[src/rtl/priority_decoder_if.sv]
// Bus bundle between the bit-scan encoder side and priority_decoder.
// The master drives the one-hot masks; the slave (decoder) returns indices, span and status.
interface priority_decoder_if #(
  parameter int WIDTH  = 50,
  parameter int ERR_CW = 16
);
  localparam int IDX_W  = $clog2(WIDTH);
  localparam int SPAN_W = $clog2(WIDTH + 1);

  logic [WIDTH-1:0]  data_left_i;
  logic [WIDTH-1:0]  data_right_i;
  logic              data_val_i;
  logic [IDX_W-1:0]  idx_left_o;
  logic [IDX_W-1:0]  idx_right_o;
  logic [SPAN_W-1:0] span_o;
  logic              empty_o;
  logic              err_o;
  logic              data_val_o;
  logic [ERR_CW-1:0] err_cnt_o;

  modport master (
    output data_left_i, data_right_i, data_val_i,
    input  idx_left_o, idx_right_o, span_o, empty_o, err_o, data_val_o, err_cnt_o
  );

  modport slave (
    input  data_left_i, data_right_i, data_val_i,
    output idx_left_o, idx_right_o, span_o, empty_o, err_o, data_val_o, err_cnt_o
  );
endinterface

[src/rtl/priority_decoder.sv]
// Two-stage decoder turning leftmost/rightmost one-hot masks back into binary indices
// and span, with malformed-word detection and a saturating error counter.
module priority_decoder #(
  parameter int WIDTH  = 50,
  parameter int IDX_W  = $clog2(WIDTH),
  parameter int SPAN_W = $clog2(WIDTH + 1),
  parameter int ERR_CW = 16
) (
  input logic               clk_i,
  input logic               arst_n_i,
  priority_decoder_if.slave bus
);

  logic [IDX_W-1:0]  w_idx_left;
  logic [IDX_W-1:0]  w_idx_right;

  logic              r_s1_val;
  logic [IDX_W-1:0]  r_s1_idx_left;
  logic [IDX_W-1:0]  r_s1_idx_right;
  logic              r_s1_oh_left;
  logic              r_s1_oh_right;
  logic              r_s1_zero_left;
  logic              r_s1_zero_right;

  logic              w_empty;
  logic              w_err;
  logic [IDX_W-1:0]  w_out_left;
  logic [IDX_W-1:0]  w_out_right;
  logic [SPAN_W-1:0] w_span;

  logic              r_val;
  logic [IDX_W-1:0]  r_idx_left;
  logic [IDX_W-1:0]  r_idx_right;
  logic [SPAN_W-1:0] r_span;
  logic              r_empty;
  logic              r_err;
  logic [ERR_CW-1:0] r_err_cnt;

  // OR of set-bit positions: exact for one-hot masks, don't-care otherwise
  always_comb begin
    w_idx_left  = '0;
    w_idx_right = '0;
    for (int i = 0; i < WIDTH; i++) begin
      if (bus.data_left_i[i])  w_idx_left  |= IDX_W'(i);
      if (bus.data_right_i[i]) w_idx_right |= IDX_W'(i);
    end
  end

  always_ff @(posedge clk_i or negedge arst_n_i) begin
    if (!arst_n_i) begin
      r_s1_val        <= 1'b0;
      r_s1_idx_left   <= '0;
      r_s1_idx_right  <= '0;
      r_s1_oh_left    <= 1'b0;
      r_s1_oh_right   <= 1'b0;
      r_s1_zero_left  <= 1'b0;
      r_s1_zero_right <= 1'b0;
    end else begin
      r_s1_val <= bus.data_val_i;
      if (bus.data_val_i) begin
        r_s1_idx_left   <= w_idx_left;
        r_s1_idx_right  <= w_idx_right;
        r_s1_oh_left    <= $onehot(bus.data_left_i);
        r_s1_oh_right   <= $onehot(bus.data_right_i);
        r_s1_zero_left  <= ~|bus.data_left_i;
        r_s1_zero_right <= ~|bus.data_right_i;
      end
    end
  end

  // A lone zero mask is not one-hot, so it falls into the malformed branch
  always_comb begin
    w_empty     = 1'b0;
    w_err       = 1'b0;
    w_out_left  = '0;
    w_out_right = '0;
    w_span      = '0;
    if (r_s1_zero_left && r_s1_zero_right) begin
      w_empty = 1'b1;
    end else if (!r_s1_oh_left || !r_s1_oh_right || (r_s1_idx_left < r_s1_idx_right)) begin
      w_err = 1'b1;
    end else begin
      w_out_left  = r_s1_idx_left;
      w_out_right = r_s1_idx_right;
      w_span      = SPAN_W'(r_s1_idx_left) - SPAN_W'(r_s1_idx_right) + SPAN_W'(1);
    end
  end

  always_ff @(posedge clk_i or negedge arst_n_i) begin
    if (!arst_n_i) begin
      r_val       <= 1'b0;
      r_idx_left  <= '0;
      r_idx_right <= '0;
      r_span      <= '0;
      r_empty     <= 1'b0;
      r_err       <= 1'b0;
      r_err_cnt   <= '0;
    end else begin
      r_val <= r_s1_val;
      if (r_s1_val) begin
        r_idx_left  <= w_out_left;
        r_idx_right <= w_out_right;
        r_span      <= w_span;
        r_empty     <= w_empty;
        r_err       <= w_err;
        if (w_err && (r_err_cnt != '1)) r_err_cnt <= r_err_cnt + ERR_CW'(1);
      end
    end
  end

  assign bus.data_val_o  = r_val;
  assign bus.idx_left_o  = r_idx_left;
  assign bus.idx_right_o = r_idx_right;
  assign bus.span_o      = r_span;
  assign bus.empty_o     = r_empty;
  assign bus.err_o       = r_err;
  assign bus.err_cnt_o   = r_err_cnt;

endmodule

[src/flat_wrapper.sv]
// flat-port wrapper written by rule: the top's interface ports become plain ports
module priority_decoder_flat 
#(
  parameter int WIDTH  = 50,
  parameter int IDX_W  = $clog2(WIDTH),
  parameter int SPAN_W = $clog2(WIDTH + 1),
  parameter int ERR_CW = 16
)
  (clk_i, arst_n_i, bus_data_left_i, bus_data_right_i, bus_data_val_i, bus_idx_left_o, bus_idx_right_o, bus_span_o, bus_empty_o, bus_err_o, bus_data_val_o, bus_err_cnt_o);
  priority_decoder_if #(.WIDTH(WIDTH), .ERR_CW(ERR_CW)) bus_i ();
  input logic clk_i;
  input logic arst_n_i;
  input wire logic [$bits(bus_i.data_left_i)-1:0] bus_data_left_i;
  input wire logic [$bits(bus_i.data_right_i)-1:0] bus_data_right_i;
  input wire logic [$bits(bus_i.data_val_i)-1:0] bus_data_val_i;
  output wire logic [$bits(bus_i.idx_left_o)-1:0] bus_idx_left_o;
  output wire logic [$bits(bus_i.idx_right_o)-1:0] bus_idx_right_o;
  output wire logic [$bits(bus_i.span_o)-1:0] bus_span_o;
  output wire logic [$bits(bus_i.empty_o)-1:0] bus_empty_o;
  output wire logic [$bits(bus_i.err_o)-1:0] bus_err_o;
  output wire logic [$bits(bus_i.data_val_o)-1:0] bus_data_val_o;
  output wire logic [$bits(bus_i.err_cnt_o)-1:0] bus_err_cnt_o;
  assign bus_i.data_left_i = bus_data_left_i;
  assign bus_i.data_right_i = bus_data_right_i;
  assign bus_i.data_val_i = bus_data_val_i;
  assign bus_idx_left_o = bus_i.idx_left_o;
  assign bus_idx_right_o = bus_i.idx_right_o;
  assign bus_span_o = bus_i.span_o;
  assign bus_empty_o = bus_i.empty_o;
  assign bus_err_o = bus_i.err_o;
  assign bus_data_val_o = bus_i.data_val_o;
  assign bus_err_cnt_o = bus_i.err_cnt_o;
  priority_decoder #(.WIDTH(WIDTH), .IDX_W(IDX_W), .SPAN_W(SPAN_W), .ERR_CW(ERR_CW)) u_core (.clk_i(clk_i), .arst_n_i(arst_n_i), .bus(bus_i));
endmodule
[config.mk]
export PLATFORM = sky130hd
export DESIGN_NAME = priority_decoder_flat
export DESIGN_NICKNAME = d
export VERILOG_FILES = /design/src/rtl/priority_decoder_if.sv /design/src/rtl/priority_decoder.sv /design/src/flat_wrapper.sv
export SDC_FILE = /design/constraint.sdc
export NUM_CORES = 1
export LEC_CHECK = 0
export CAP_MARGIN = 20
export CORE_ASPECT_RATIO = 2
export CORE_MARGIN = 2
export CORE_UTILIZATION = 40
export CTS_CLUSTER_SIZE = 8
export DETAILED_ROUTE_END_ITERATION = 12
export GPL_TIMING_DRIVEN = 0
export PLACE_DENSITY = 0.75
export SYNTH_ARGS = -nofsm -noshare
export SYNTH_HDL_FRONTEND = slang
export SYNTH_SLANG_ARGS = --single-unit
[constraint.sdc]
create_clock -name clk_i -period 2.7 [get_ports clk_i]
set_input_delay 0.27 -clock clk_i [delete_from_list [all_inputs] [get_ports clk_i]]
set_output_delay 0.27 -clock clk_i [all_outputs]
set_load 0.005 [all_outputs]
==> qor.csv, run 1 <==
stage,metric,value,unit
clocking,clkLatencyLatePin,0.29,ns
synth,avgSynthCellArea,9.43,sq um
synth,async_flop_share,100,%
synth,ys_seq_area_share,18.4,%
clocking,cts_buffers,5,
synth,syn_nets,1107,
setup_path,crit_end,u_core.r_s1_oh_right$_DFFE_PN0P_,
setup_path,cp.arrival,4.98,ns
placed_design,dp.final_hpwl,18.1,mm
detailed_routing,via_per_inst,5.14,
sta,layout_setup_ws,-2.10,ns
grt,gr-total-overflow,0,
power_and_ir_drop,p_leak,4.80,nW
power_and_ir_drop,power_frac_seq,9.0,%
power_and_ir_drop,combPwrFrac,84.7,%
clocking,cts_tree,done,
floorplan,placementRows,70,
finish,fin_util,54.5,%
finish,drive_gt1_share,29.6,%
finish,final_nets,1267,
setup_path,rr_endpoint,u_core.bus.err_cnt_o[14]$_DFFE_PN0P_,
clocking,cts_max_path_buffers,2,
grt,track_usage,22.0,%
setup_path,worst_r2r_path_depth,9,
grt,antenna_found_initial,0,
grt,grt_pass1_wl,33.0,mm
setup_path,cp-startpoint,bus_data_right_i[43],
synth,synth_warnings,0,
synth,synthDominantCellAreaShare,25.3,%
setup_path,endpoint_kind,flip-flop,
power_and_ir_drop,swShare,47.7,%
setup_path,cp_max_fo,3,
floorplan,start_util,40.6,%
power_and_ir_drop,fin_total_pwr,10.4,mW
detailed_routing,drt_first_pass_iters,9,
placed_design,dp.cells,1136,
sta,finalCritPeriodShare,178,%
power_and_ir_drop,p_int,5.43,mW
grt,met3_usage,2.24,%
min_path,hp-class,primary input to flip-flop,
detailed_routing,ant_nets,0,
setup_path,path_class,primary input to flip-flop,
sta,maxSlewViolCount,0,
synth,synth_area_leader_cell,fa_1,
placed_design,place_area,9330,sq um
sta,slew_headroom,49.4,%
sta,clock_skew,0.00555,ns
grt,grtUsageMet1,20.9,%
finish,diodes,0,
synth,ys_ff_latch,54,
detailed_routing,drt_iter0_drc,209,
setup_path,critPathLaunchType,primary input,
sta,tightest_slew,0.752,ns
power_and_ir_drop,clkPwrFrac,6.2,%
sta,period_needed,4.80,ns
grt,grt_pass1_vias,6655,
detailed_routing,vias,5951,
synth,synth_cell_type_count,41,
finish,layout.cells.most_common,inv_1,
clocking,numClockSinks,54,
sta,fmax,208,MHz
outcome,violations,"DRC, setup timing",
setup_path,rrSetupSlack,0.24,ns
detailed_routing,avgRoutedWirePerCell,18.0,um
placed_design,placement.io_buffers,139,
sta,grt_setup_unrepaired,yes,
synth,netlist_top_cells_area,"fa_1 (25%), ha_1 (22%), dfrtp_1 (18%), inv_1 (13%), nand4_1 (2.8%)",
grt,grt_max_degree,43,
synth,synth_area,7350,sq um
clocking,cts-root-buf,clkbuf_16,
finish,final_cell_mix,"inv_1 (158), ha_1 (89), inv_2 (79)",
setup_path,r2r-start,u_core.r_s1_idx_right[2]$_DFFE_PN0P_,
detailed_routing,wl,20.8,mm
synth,synth-edff-count,0,
power_and_ir_drop,vdd_drop_max,1.22,mV
sta,setup_tns,-4.09,ns
floorplan,num_io_pins,140,
sta,final-setup-viol-count,2,
setup_path,required,2.88,ns
detailed_routing,drc,1,
synth,ys.flop_type,dfrtp_1,
grt,busiest_layer,met2,
floorplan,die-area,19500,sq um
clocking,ctsHtreeMaxLevel,2,
clocking,cts.clk_slew.worst_paths,0.07,ns
finish,fin_cells,1157,
floorplan,die_h,196,um
power_and_ir_drop,switchingPower,4.95,mW
sta,hold_viol_final,0,
flow_run,drv_cap,0,
floorplan,fp.dieW,99.9,um
floorplan,core-area,18100,sq um
finish,areaGrowthSynthToFinish,34.4,%
finish,final_area,9880,sq um
synth,postSynthCellCount,780,
outcome,status,finished with violations,
grt,use_met2,42.8,%
power_and_ir_drop,powerDensity,1050,nW/um^2
placed_design,routabilityCongestion,0.977,
## metal layers
| metal | vias to the layer above | part of all wire (%) | wire (um) |
|---|---|---|---|
| li1 | 2745 | - | - |
| met2 | 209 | 57 | 11900 |
| met4 | 0 | 7.8 | 1630 |
| met3 | 78 | 3.8 | 782 |
| met5 | - | 0 | 0 |
| met1 | 2919 | 31 | 6510 |
## power groups by stage
stage	clock network (mW)	registers (mW)	logic (mW)
global route	0.687	0.945	10.0
detailed placement	0	0.950	7.89
finish	0.646	0.937	8.79
global placement	0	0.946	7.56
floorplan	0	0.940	6.00
CTS	0.658	0.935	8.27
## final cells by class
class / count / area, sq um
Multi-Input combinational cell: 454 / 5540
Inverter: 263 / 1070
Tap cell: 216 / 270
Buffer: 9 / 45.0
Fill cell: 1567 / 8250
Timing Repair Buffer: 153 / 1460
Clock inverter: 1 / 5.00
Clock buffer: 7 / 143
Sequential cell: 54 / 1350
## sequential cells by signal, summed over array words and instances (netlist names), 6 cells and up
register,cells
u_core.bus.err_cnt_o,16
u_core.bus.idx_left_o,6
u_core.bus.idx_right_o,6
u_core.bus.span_o,6
u_core.r_s1_idx_left,6
u_core.r_s1_idx_right,6
## stage by stage
step	hold slack (ns)	setup slack (ns)
after floorplan	-0.0256	-1.92
after global placement	0.430	-2.99
after detailed placement	0.181	-3.02
after CTS	0.289	-2.13
after global routing	0.272	-2.21
final	0.286	-2.10
## how the worst min path moves through the flow
stage | from | to | slack [ns] | cells past startpoint
after global routing | bus_data_left_i[39] | u_core.r_s1_idx_left[0]$_DFFE_PN0P_ | 0.27 | 3
after global placement | u_core.r_s1_val$_DFF_PN0_ | u_core.bus.data_val_o$_DFF_PN0_ | 0.43 | 0
final | bus_data_left_i[39] | u_core.r_s1_idx_left[0]$_DFFE_PN0P_ | 0.29 | 3
after detailed placement | arst_n_i | u_core.bus.err_cnt_o[3]$_DFFE_PN0P_ | 0.18 | 1
after CTS | bus_data_left_i[43] | u_core.r_s1_idx_left[1]$_DFFE_PN0P_ | 0.29 | 3
after floorplan | arst_n_i | u_core.bus.data_val_o$_DFF_PN0_ | -0.03 | 0
## worst max-delay path, stage by stage
cell     delay [ns]
buf_8          0.11
buf_4          0.15
ha_2           0.17
fa_1           0.47
inv_1          0.05
fa_1           0.48
fa_1           0.53
fa_1           0.60
fa_1           0.46
fa_1           0.57
inv_1          0.05
ha_1           0.26
a21o_1         0.16
a21oi_2        0.18
a21oi_2        0.08
o41ai_2        0.38
## cell families after synthesis
kind of cell / count (synthesis) / share of synthesized area, %
buffers and inverters: 272 / 14.0
AO/OA/AOI/OAI: 51 / 5.14
XOR/XNOR: 25 / 2.98
adder cells (fa/ha/maj): 224 / 47.6
multiplexers: 4 / 0.579
AND/OR/NAND/NOR: 150 / 11.3
flip-flops: 54 / 18.4
## Yosys cell counts, types with 8 or more instances
cell	number
a31oi_1	8
inv_1	263
nand2_1	13
xnor2_1	16
nand4_1	33
a22o_1	18
fa_1	93
nor2_1	30
nand3_1	17
xor2_1	9
a21oi_1	9
nor4_1	26
nor3_1	9
ha_1	131
dfrtp_1	54
## timing repair
item / CTS / global route
pin swaps: 46 / 61
resized for setup: 366 / 128
buffers inserted: 7 / 5
hold buffers: 1 / 0
hold endpoints to repair: 12 / 0
setup endpoints to repair: 2 / 17
Power figures use the tool's default switching activity.
==> run 2, diff against run 1 <==
- PLACE_DENSITY: 0.75 -> not set
==> run 2 against run 1 <==
- the flow finishes with violations (setup timing)
- critical path type unchanged
- via count shrank 0.42%
- largest cell class unchanged
- largest power group unchanged
- routed wire length up 5.3%
- sequential power is essentially flat
==> qor.csv, run 2 (synthesized netlist as in run 1, its figures left out) <==
stage,metric,value,unit,change
finish,areaGrowthSynthToFinish,35.8,%,was 34.4%
clocking,cts-root-buf,clkbuf_16,,unchanged
finish,layout.cells.most_common,inv_1,,unchanged
setup_path,crit_buf_inv,6,,was 4
power_and_ir_drop,powerDensity,1140,nW/um^2,was 1050 nW/um^2
detailed_routing,ant_nets,0,,unchanged
setup_path,worst_path_largest_cell_delay,0.60,ns,about the same
setup_path,endpoint_kind,flip-flop,,unchanged
floorplan,die_h,196,um,unchanged
grt,track_usage,22.8,%,was 22.0%
floorplan,fp.dieW,99.9,um,unchanged
finish,fin_util,55.1,%,was 54.5%
clocking,cts_tree,done,,unchanged
detailed_routing,avgRoutedWirePerCell,18.8,um,was 18.0 um
finish,fin_cells,1165,,was 1157
detailed_routing,drc,0,,was 1
finish,final_cell_mix,"inv_1 (165), ha_1 (90), inv_2 (69)",,"was inv_1 (158), ha_1 (89), inv_2 (79)"
detailed_routing,top_layer_used,met4,,unchanged
sta,period_needed,4.77,ns,was 4.80 ns
placed_design,routabilityCongestion,0.938,,was 0.977
detailed_routing,vias,5926,,was 5951
setup_path,cp.arrival,4.96,ns,was 4.98 ns
sta,tightest_slew,0.648,ns,was 0.752 ns
clocking,numClockSinks,54,,unchanged
sta,finalCritPeriodShare,177,%,was 178%
sta,grt_setup_unrepaired,yes,,unchanged
sta,setup_tns,-4.09,ns,about the same
clocking,cts_buffers,5,,unchanged
floorplan,num_io_pins,140,,unchanged
setup_path,crit_chain,buf_8 -> inv_4 -> ha_4 -> inv_2 -> fa_1 -> fa_2 -> inv_2 -> fa_2 -> fa_2 -> xor2_2 -> xnor2_1 -> fa_1 -> inv_2 -> fa_2 -> buf_6 -> a21o_1 -> a21oi_2 -> a21oi_2 -> o41ai_2,,was buf_8 -> buf_4 -> ha_2 -> fa_1 -> inv_1 -> fa_1 -> fa_1 -> fa_1 -> fa_1 -> fa_1 -> inv_1 -> ha_1 -> a21o_1 -> a21oi_2 -> a21oi_2 -> o41ai_2
detailed_routing,drt_first_pass_iters,4,,was 9
grt,gr-total-overflow,0,,unchanged
detailed_routing,wl,22.0,mm,was 20.8 mm
grt,grt_pass1_vias,6454,,was 6655
placed_design,pre_cts_ws,-2.99,ns,was -3.02 ns
detailed_routing,via_per_inst,5.09,,was 5.14
setup_path,rrSetupSlack,0.36,ns,was 0.24 ns
floorplan,start_util,40.6,%,unchanged
setup_path,cp_common_cell,fa_2,,was fa_1
detailed_routing,drt_iter0_drc,146,,was 209
setup_path,path_class,primary input to flip-flop,,unchanged
clocking,clkLatencyLatePin,0.29,ns,about the same
placed_design,place_area,9330,sq um,unchanged
finish,diodes,0,,unchanged
grt,grt_pass1_wl,33.6,mm,was 33.0 mm
finish,largest_reg_flops,16,,unchanged
detailed_routing,met3_length,718,um,was 782 um
placed_design,placement.io_buffers,139,,unchanged
detailed_routing,wl_met2,13.3,mm,was 11.9 mm
setup_path,critical_path.top_delay_family,adder cells,,unchanged
outcome,violations,setup timing,,"was DRC, setup timing"
setup_path,cp_max_fo,3,,unchanged
placed_design,dp.cells,1136,,unchanged
clocking,cts_max_path_buffers,2,,unchanged
setup_path,critPathLaunchType,primary input,,unchanged
placed_design,dp.final_hpwl,19.4,mm,was 18.1 mm
sta,clock_skew,0.00452,ns,was 0.00555 ns
floorplan,core-area,18100,sq um,unchanged
power_and_ir_drop,p_leak,4.84,nW,was 4.80 nW
sta,final-setup-viol-count,2,,unchanged
sta,hold_viol_final,0,,unchanged
outcome,status,finished with violations,,unchanged
clocking,ctsHtreeMaxLevel,2,,unchanged
finish,final_nets,1275,,was 1267
clocking,cts.clk_slew.worst_paths,0.07,ns,about the same
sta,fmax,210,MHz,was 208 MHz
setup_path,required,2.89,ns,was 2.88 ns
setup_path,cp_slowest_cell,fa_2,,was fa_1
floorplan,placementRows,70,,unchanged
grt,grt_max_degree,31,,was 43
sta,slew_headroom,56.4,%,was 49.4%
min_path,hp-class,primary input to flip-flop,,unchanged
grt,antenna_found_initial,0,,unchanged
sta,maxSlewViolCount,0,,unchanged
floorplan,die-area,19500,sq um,unchanged
detailed_routing,wl_met1,6.69,mm,was 6.51 mm
flow_run,drv_cap,0,,unchanged
finish,final_area,9990,sq um,was 9880 sq um
power_and_ir_drop,vdd_drop_max,1.39,mV,was 1.22 mV
sta,layout_setup_ws,-2.07,ns,was -2.10 ns
finish,drive_gt1_share,30.2,%,was 29.6%
-- run 2: final cells by class --
class                           instances  area, sq um
Fill cell                            1675         8140
Multi-Input combinational cell        454         5540
Timing Repair Buffer                  161         1510
Sequential cell                        54         1350
Inverter                              263         1080
Tap cell                              216          270
Clock buffer                            6          139
Clock inverter                          2         60.1
Buffer                                  9         45.0
-- run 2: per-stage QoR --
| step | hold WS (ns) | power (mW) |
|---|---|---|
| 3_5_place_dp | 0.311 | 9.22 |
| 3_3_place_gp | 0.435 | 9.03 |
| 4_1_cts | 0.290 | 10.4 |
| 6_report | 0.305 | 11.4 |
| 2_1_floorplan | -0.0256 | 6.94 |
| 5_1_grt | 0.342 | 12.7 |
-- run 2: worst reg2reg max path, stage by stage (launching register included) --
cell	delay (ns)
dfrtp_1	0.39
inv_1	0.06
ha_1	0.21
inv_1	0.08
fa_1	0.18
a21boi_0	0.27
a211oi_1	0.11
a311oi_2	0.30
buf_2	0.29
nand4_1	0.16
xnor2_1	0.16
-- run 2: per-layer routing --
| layer | track usage (%) | vias up |
|---|---|---|
| li1 | - | 2768 |
| met1 | 20.8 | 2928 |
| met2 | 47.2 | 179 |
| met3 | 2.03 | 51 |
| met4 | 11.8 | 0 |
| met5 | 0 | - |
-- run 2: what timing repair did --
action | in CTS | in global routing
gates resized for setup | 394 | 97
buffers inserted | 12 | 8
setup endpoints to repair | 2 | 18
hold endpoints to repair | 3 | 0
hold buffers | 1 | 0
pin swaps | 53 | 61
-- run 2: worst paths after layout --
check                                                startpoint                                   to  depth (start not counted)
max                                        bus_data_right_i[42]     u_core.r_s1_oh_right$_DFFE_PN0P_                         19
min                                         bus_data_left_i[49]  u_core.r_s1_idx_left[0]$_DFFE_PN0P_                          3
max reg2reg                u_core.r_s1_idx_right[2]$_DFFE_PN0P_  u_core.bus.err_cnt_o[8]$_DFFE_PN0P_                         10
min reg2reg                           u_core.r_s1_val$_DFF_PN0_      u_core.bus.data_val_o$_DFF_PN0_                          0
max in group asynchronous                              arst_n_i         u_core.bus.err_o$_DFFE_PN0P_                          3
min in group asynchronous                              arst_n_i  u_core.bus.err_cnt_o[9]$_DFFE_PN0P_                          2
-- run 2: power breakdown --
group	switching, mW	total (mW)	internal [mW]
clock network	0.283	0.840	0.557
registers	0.0705	0.936	0.865
logic	4.99	9.64	4.65
total	5.34	11.4	6.07
==> run 3, diff against run 2 <==
- CTS_CLUSTER_DIAMETER: not set -> 150
- SKIP_LAST_GASP: not set -> 1
==> results of run 3 <==
The final DEF is identical to that of run 2; final timing and power are the same.
==> variant 1, RTL diff (flow settings as in run 1) <==
`ERR_CW` is set to 16 in 3 places; all go to 32.
--- a/src/rtl/priority_decoder_if.sv
+++ b/src/rtl/priority_decoder_if.sv
@@ -3,5 +3,5 @@
 interface priority_decoder_if #(
   parameter int WIDTH  = 50,
-  parameter int ERR_CW = 16
+  parameter int ERR_CW = 32
 );
   localparam int IDX_W  = $clog2(WIDTH);
--- a/src/rtl/priority_decoder.sv
+++ b/src/rtl/priority_decoder.sv
@@ -5,5 +5,5 @@
   parameter int IDX_W  = $clog2(WIDTH),
   parameter int SPAN_W = $clog2(WIDTH + 1),
-  parameter int ERR_CW = 16
+  parameter int ERR_CW = 32
 ) (
   input logic               clk_i,
--- a/src/flat_wrapper.sv
+++ b/src/flat_wrapper.sv
@@ -5,5 +5,5 @@
   parameter int IDX_W  = $clog2(WIDTH),
   parameter int SPAN_W = $clog2(WIDTH + 1),
-  parameter int ERR_CW = 16
+  parameter int ERR_CW = 32
 )
   (clk_i, arst_n_i, bus_data_left_i, bus_data_right_i, bus_data_val_i, bus_idx_left_o, bus_idx_right_o, bus_span_o, bus_empty_o, bus_err_o, bus_data_val_o, bus_err_cnt_o);
Interface: changed (resized bus_err_cnt_o); port bits go from 140 to 156. No check against the original RTL was run, so the function may have changed too.
==> variant 1 against run 1 <==
  * The run ends with setup timing left
  * Final area increased by 14%
  * Power increased by 8.6%
  * Routed wire length increased by 13%
  * Synthesized area increased by 12%
  * Global-route usage increased by 0.52 points
  * Worst setup slack improved by 0.088 ns
  * Sequential cell count increased by 16
  * Count of clock-buffer cells in the layout increased by 3
  * Critical endpoint unchanged
  * Largest cell class unchanged
==> variant 1: results (changes against run 1) <==
** Min path
- Path type of the worst min-delay path :: input port to asynchronous set/reset pin

** Power and ir drop
- The static leakage power came to 5.42 nW (+13%).
- The areal power density over the cells came to 999 mW/mm^2 (-4.8%).
- The relative contribution of sequential cells to total power is 10.5% (+1.5 points).
- Largest vdd supply drop :: 1.20 mV (-2.1%)
- Clock network power share :: 11.3% (+5.1 points)

** Synthesis
- Most used standard cells in the synthesized netlist :: 262 x sky130_fd_sc_hd__inv_1, 131 x sky130_fd_sc_hd__ha_1, 93 x sky130_fd_sc_hd__fa_1, 70 x sky130_fd_sc_hd__dfrtp_1, 36 x sky130_fd_sc_hd__nand4_1
- The post-synth net total came to 1175 (+6.1%).
- Share of the synthesized area in the top cell type :: 22.7% (-2.6 points)
- Cells taking the most area after synthesis :: sky130_fd_sc_hd__fa_1 23%, sky130_fd_sc_hd__dfrtp_1 21%, sky130_fd_sc_hd__ha_1 20%

** STA
- The post-route clock skew came to 0.00527 ns (-0.000286 ns).
- Worst-Margin Slew :: 1.07 ns (+0.315 ns)
- The post-route worst setup slack is -2.01 ns (+0.0881 ns).
- Worst hold-check slack :: 0.0510 ns (-0.235 ns)
- Setup-violating endpoint count in the final report :: 2 (unchanged)

** Drt
- The initial DRC count was 291 (+39%).
- The average detailed-routed wire length per instance was 18.1 um (+0.33%).
- Drt pass-1 iters :: 7 (-2)
- The vias after detailed routing came to 6694 (+12%).

** Final layout
- Share of post-route cells with drive strength above 1 :: 29.1% (-0.58 points)
- The count of sequential standard cells is 70 (+30%).
- The net total in the final layout was 1361 (+7.4%).
- Final-layout fill cell count :: 1742 (+11%)
- The count of non-CTS buffers in the layout is 186 (+15%).
- Max reg flops :: 32 (+16)
- Clock buffer count :: 10 (+3)
- The multi-input combinational gate total was 505 (+11%).
- The non-clock buffer area fraction after layout was 16.5% (+1.3 points).
- Non-clock inverter count :: 262 (-0.38%)
- The storage element area came to 0.00175 mm^2 (+30%).

** Place
- DP Wirelength :: 19.9 mm (+9.5%)
- Final GP Congestion :: 0.983 (+0.57%)

** GRT
- The number of global-route vias before repair came to 7457 (+12%).
- Pin count of the biggest net entering global routing :: 71 (+65%)
- The wire length of the first global-routing pass is 37.5 mm (+14%).
- Tot GR Track Use :: 22.5% (+0.52 points)

** Worst setup path
- The minimum setup slack among reg-to-reg paths was 0.22 ns (-0.02 ns).
- The biggest fanout along the worst timing path is 2 (-1).
- R2R Path End :: u_core.bus.err_cnt_o[1]

** CTS
- The CTS buffer count was 9 (+4).
- The clock network latency to the later pin of the worst-skew pair is 0.33 ns (+0.04 ns).

** Run status
- Violated checks :: setup timing
- Status :: finished, violations left

** Floorplanning
- Full die area :: 0.0217 mm^2 (+11%)
[variant 1: cell types whose count changed after synthesis, moves of 3 or more]
cell / run 1 / this run
sky130_fd_sc_hd__dfrtp_1: 54 / 70
sky130_fd_sc_hd__nor3_1: 9 / 21
sky130_fd_sc_hd__xor2_1: 9 / 21
sky130_fd_sc_hd__a31oi_1: 8 / 2
sky130_fd_sc_hd__nor2_1: 30 / 24
sky130_fd_sc_hd__nand2_1: 13 / 18
sky130_fd_sc_hd__nand3_1: 17 / 22
sky130_fd_sc_hd__nor4_1: 26 / 30
sky130_fd_sc_hd__xnor2_1: 16 / 20
sky130_fd_sc_hd__a41oi_1: 1 / 4
sky130_fd_sc_hd__nand4_1: 33 / 36
sky130_fd_sc_hd__o21ai_0: 3 / 0
sky130_fd_sc_hd__o41ai_1: 1 / 4
[variant 1: kinds of logic after synthesis]
kind of cell    count (synthesis)  share of synthesized area, %
compound gates                 53                          5.11
simple gates                  183                          13.1
fa+ha+maj                     224                          42.7
buf+inv                       273                          12.8
flops                          70                          21.4
mux                             3                         0.381
xor+xnor                       42                          4.58
[variant 1: stage by stage]
stage	utilization, %	instances	setup WS [ns]
final	55.6	1305	-2.01
after CTS	54.3	1300	-2.06
after global routing	55.6	1305	-2.16
after global placement	50.9	1269	-2.90
after floorplan	-	848	-1.92
after detailed placement	50.9	1269	-2.91
[variant 1: routing by layer]
layer	up-vias	GRT usage [%]	wire, um
met2	238	43.9	13200
met1	3287	22.5	7960
met5	-	0	0
li1	3079	-	-
met4	0	13.1	1540
met3	90	2.55	878
[variant 1: timing repair]
item | 4_1_cts | 5_1_grt
hold buffers | 0 | 0
gates cloned | 0 | 0
pin swaps | 55 | 50
resized for setup | 472 | 73
setup buffers | 15 | 6
setup endpoints to repair | 12 | 23
==> variant 2, RTL diff (config.mk and constraints of run 1) <==
Made on the original files. Reset style: synchronous (`arst_n_i`), changed in 2 clocked blocks.
--- a/src/rtl/priority_decoder.sv
+++ b/src/rtl/priority_decoder.sv
@@ -47,5 +47,5 @@
   end
 
-  always_ff @(posedge clk_i or negedge arst_n_i) begin
+  always_ff @(posedge clk_i) begin
     if (!arst_n_i) begin
       r_s1_val        <= 1'b0;
@@ -87,5 +87,5 @@
   end
 
-  always_ff @(posedge clk_i or negedge arst_n_i) begin
+  always_ff @(posedge clk_i) begin
     if (!arst_n_i) begin
       r_val       <= 1'b0;
Function: differs if arst_n_i is asserted again (counterexample within 4 cycles, from zero or initial values and one cycle with arst_n_i low); with arst_n_i held inactive, the same outputs for 10 cycles.
==> variant 2 against run 1 <==
  * The flow finishes with violations (setup timing)
  * Power increased by 8.7%
  * Final area decreased by 0.78%
  * Core utilization increased by 0.36 points
  * Clock power increased by 29%
  * Sequential power decreased by 8.4%
  * Worst setup slack got worse by 0.047 ns
  * Sequential share of layout area decreased by 2.6 points
  * Routed wire length increased by 6.0%
  * Synthesized area decreased by 0.70%
  * Non-clock buffer count increased by 3
  * Sequential cell count unchanged
  * Largest power group unchanged
==> variant 2: results (changes against run 1) <==
** Run status
- The run finished, with violations left.
- The final reports fail on setup timing.

** Min path
- Start point of the worst hold path :: bus_data_left_i[42]

** Synthesis
- Most used standard cells in the synthesized netlist :: 259 x sky130_fd_sc_hd__inv_1, 131 x sky130_fd_sc_hd__ha_1, 93 x sky130_fd_sc_hd__fa_1, 54 x sky130_fd_sc_hd__dfxtp_1, 30 x sky130_fd_sc_hd__nor4_1
- Leading register cell type out of synthesis :: sky130_fd_sc_hd__dfxtp_1
- Synthesized area per cell :: 8.99 um^2 (-4.6%)
- The fraction of synthesized area in multiplexers was 0.960% (+0.38 points).
- The adder and majority gate portion of the synthesized area came to 47.9% (+0.33 points).
- XOR/XNOR Fraction of Synth Area :: 1.32% (-1.7 points)
- By area the synthesized netlist is led by sky130_fd_sc_hd__fa_1 25%, sky130_fd_sc_hd__ha_1 22%, sky130_fd_sc_hd__dfxtp_1 15%.

** Worst setup path
- The biggest fanout along the worst timing path came to 4 (+1).
- The largest individual stage delay along the critical path comes from the cell sky130_fd_sc_hd__fa_2.
- Tracing the worst setup path back leads to its startpoint at bus_data_left_i[46].
- Logic depth of the worst register-to-register path :: 10 (+1)

** STA
- The final count of negative-setup-slack endpoints is 2 (unchanged).
- Setup WS post-layout :: -2.15 ns (-0.0469 ns)

** Final layout
- The relative area of clock buffers and inverters in the final design is 1.98% (+0.48 points).
- Layout buffer count excluding clock buffers :: 165 (+1.9%)
- Non-clock inverter count :: 259 (-1.5%)
- Share of cell area taken by multi-input logic gates :: 58.8% (+2.8 points)
- The ratio of cells with drive above 1 in the final layout came to 28.7% (-0.99 points).

** Drt
- Final wirelength :: 22.1 mm (+6.0%)

** Place
- The HPWL after detailed placement came to 18.7 mm (+3.3%).
- The number of instances in the placed design came to 1164 (+2.5%).

** GRT
- Pin count of the biggest net entering global routing :: 18 (-58%)
- The fraction of met3 tracks used by global routing is 3.04% (+0.80 points).
variant 2: timing repair:
| action | in CTS | in global routing |
|---|---|---|
| resized for setup | 452 | 82 |
| buffers inserted | 9 | 3 |
| hold buffers | 0 | 0 |
| setup endpoints to repair | 12 | 12 |
| pin swaps | 85 | 50 |
variant 2: per-layer routing:
layer | wire, um | vias up
li1 | - | 2908
met1 | 7120 | 3021
met2 | 12500 | 223
met3 | 1030 | 72
met4 | 1400 | 2
met5 | 11 | -
variant 2: power by group:
| part | switching, mW | internal, mW |
|---|---|---|
| Combinational | 5.03 | 4.56 |
| Clock | 0.302 | 0.533 |
| Sequential | 0.0289 | 0.829 |
| Total | 5.36 | 5.92 |
variant 2: through the flow:
| stage | setup WS (ns) | cell area (um^2) |
|---|---|---|
| after floorplan | -2.09 | 7420 |
| after CTS | -2.39 | 9530 |
| after global routing | -2.27 | 9810 |
| after detailed placement | -3.22 | 9070 |
| final | -2.15 | 9810 |
| after global placement | -3.12 | 9070 |
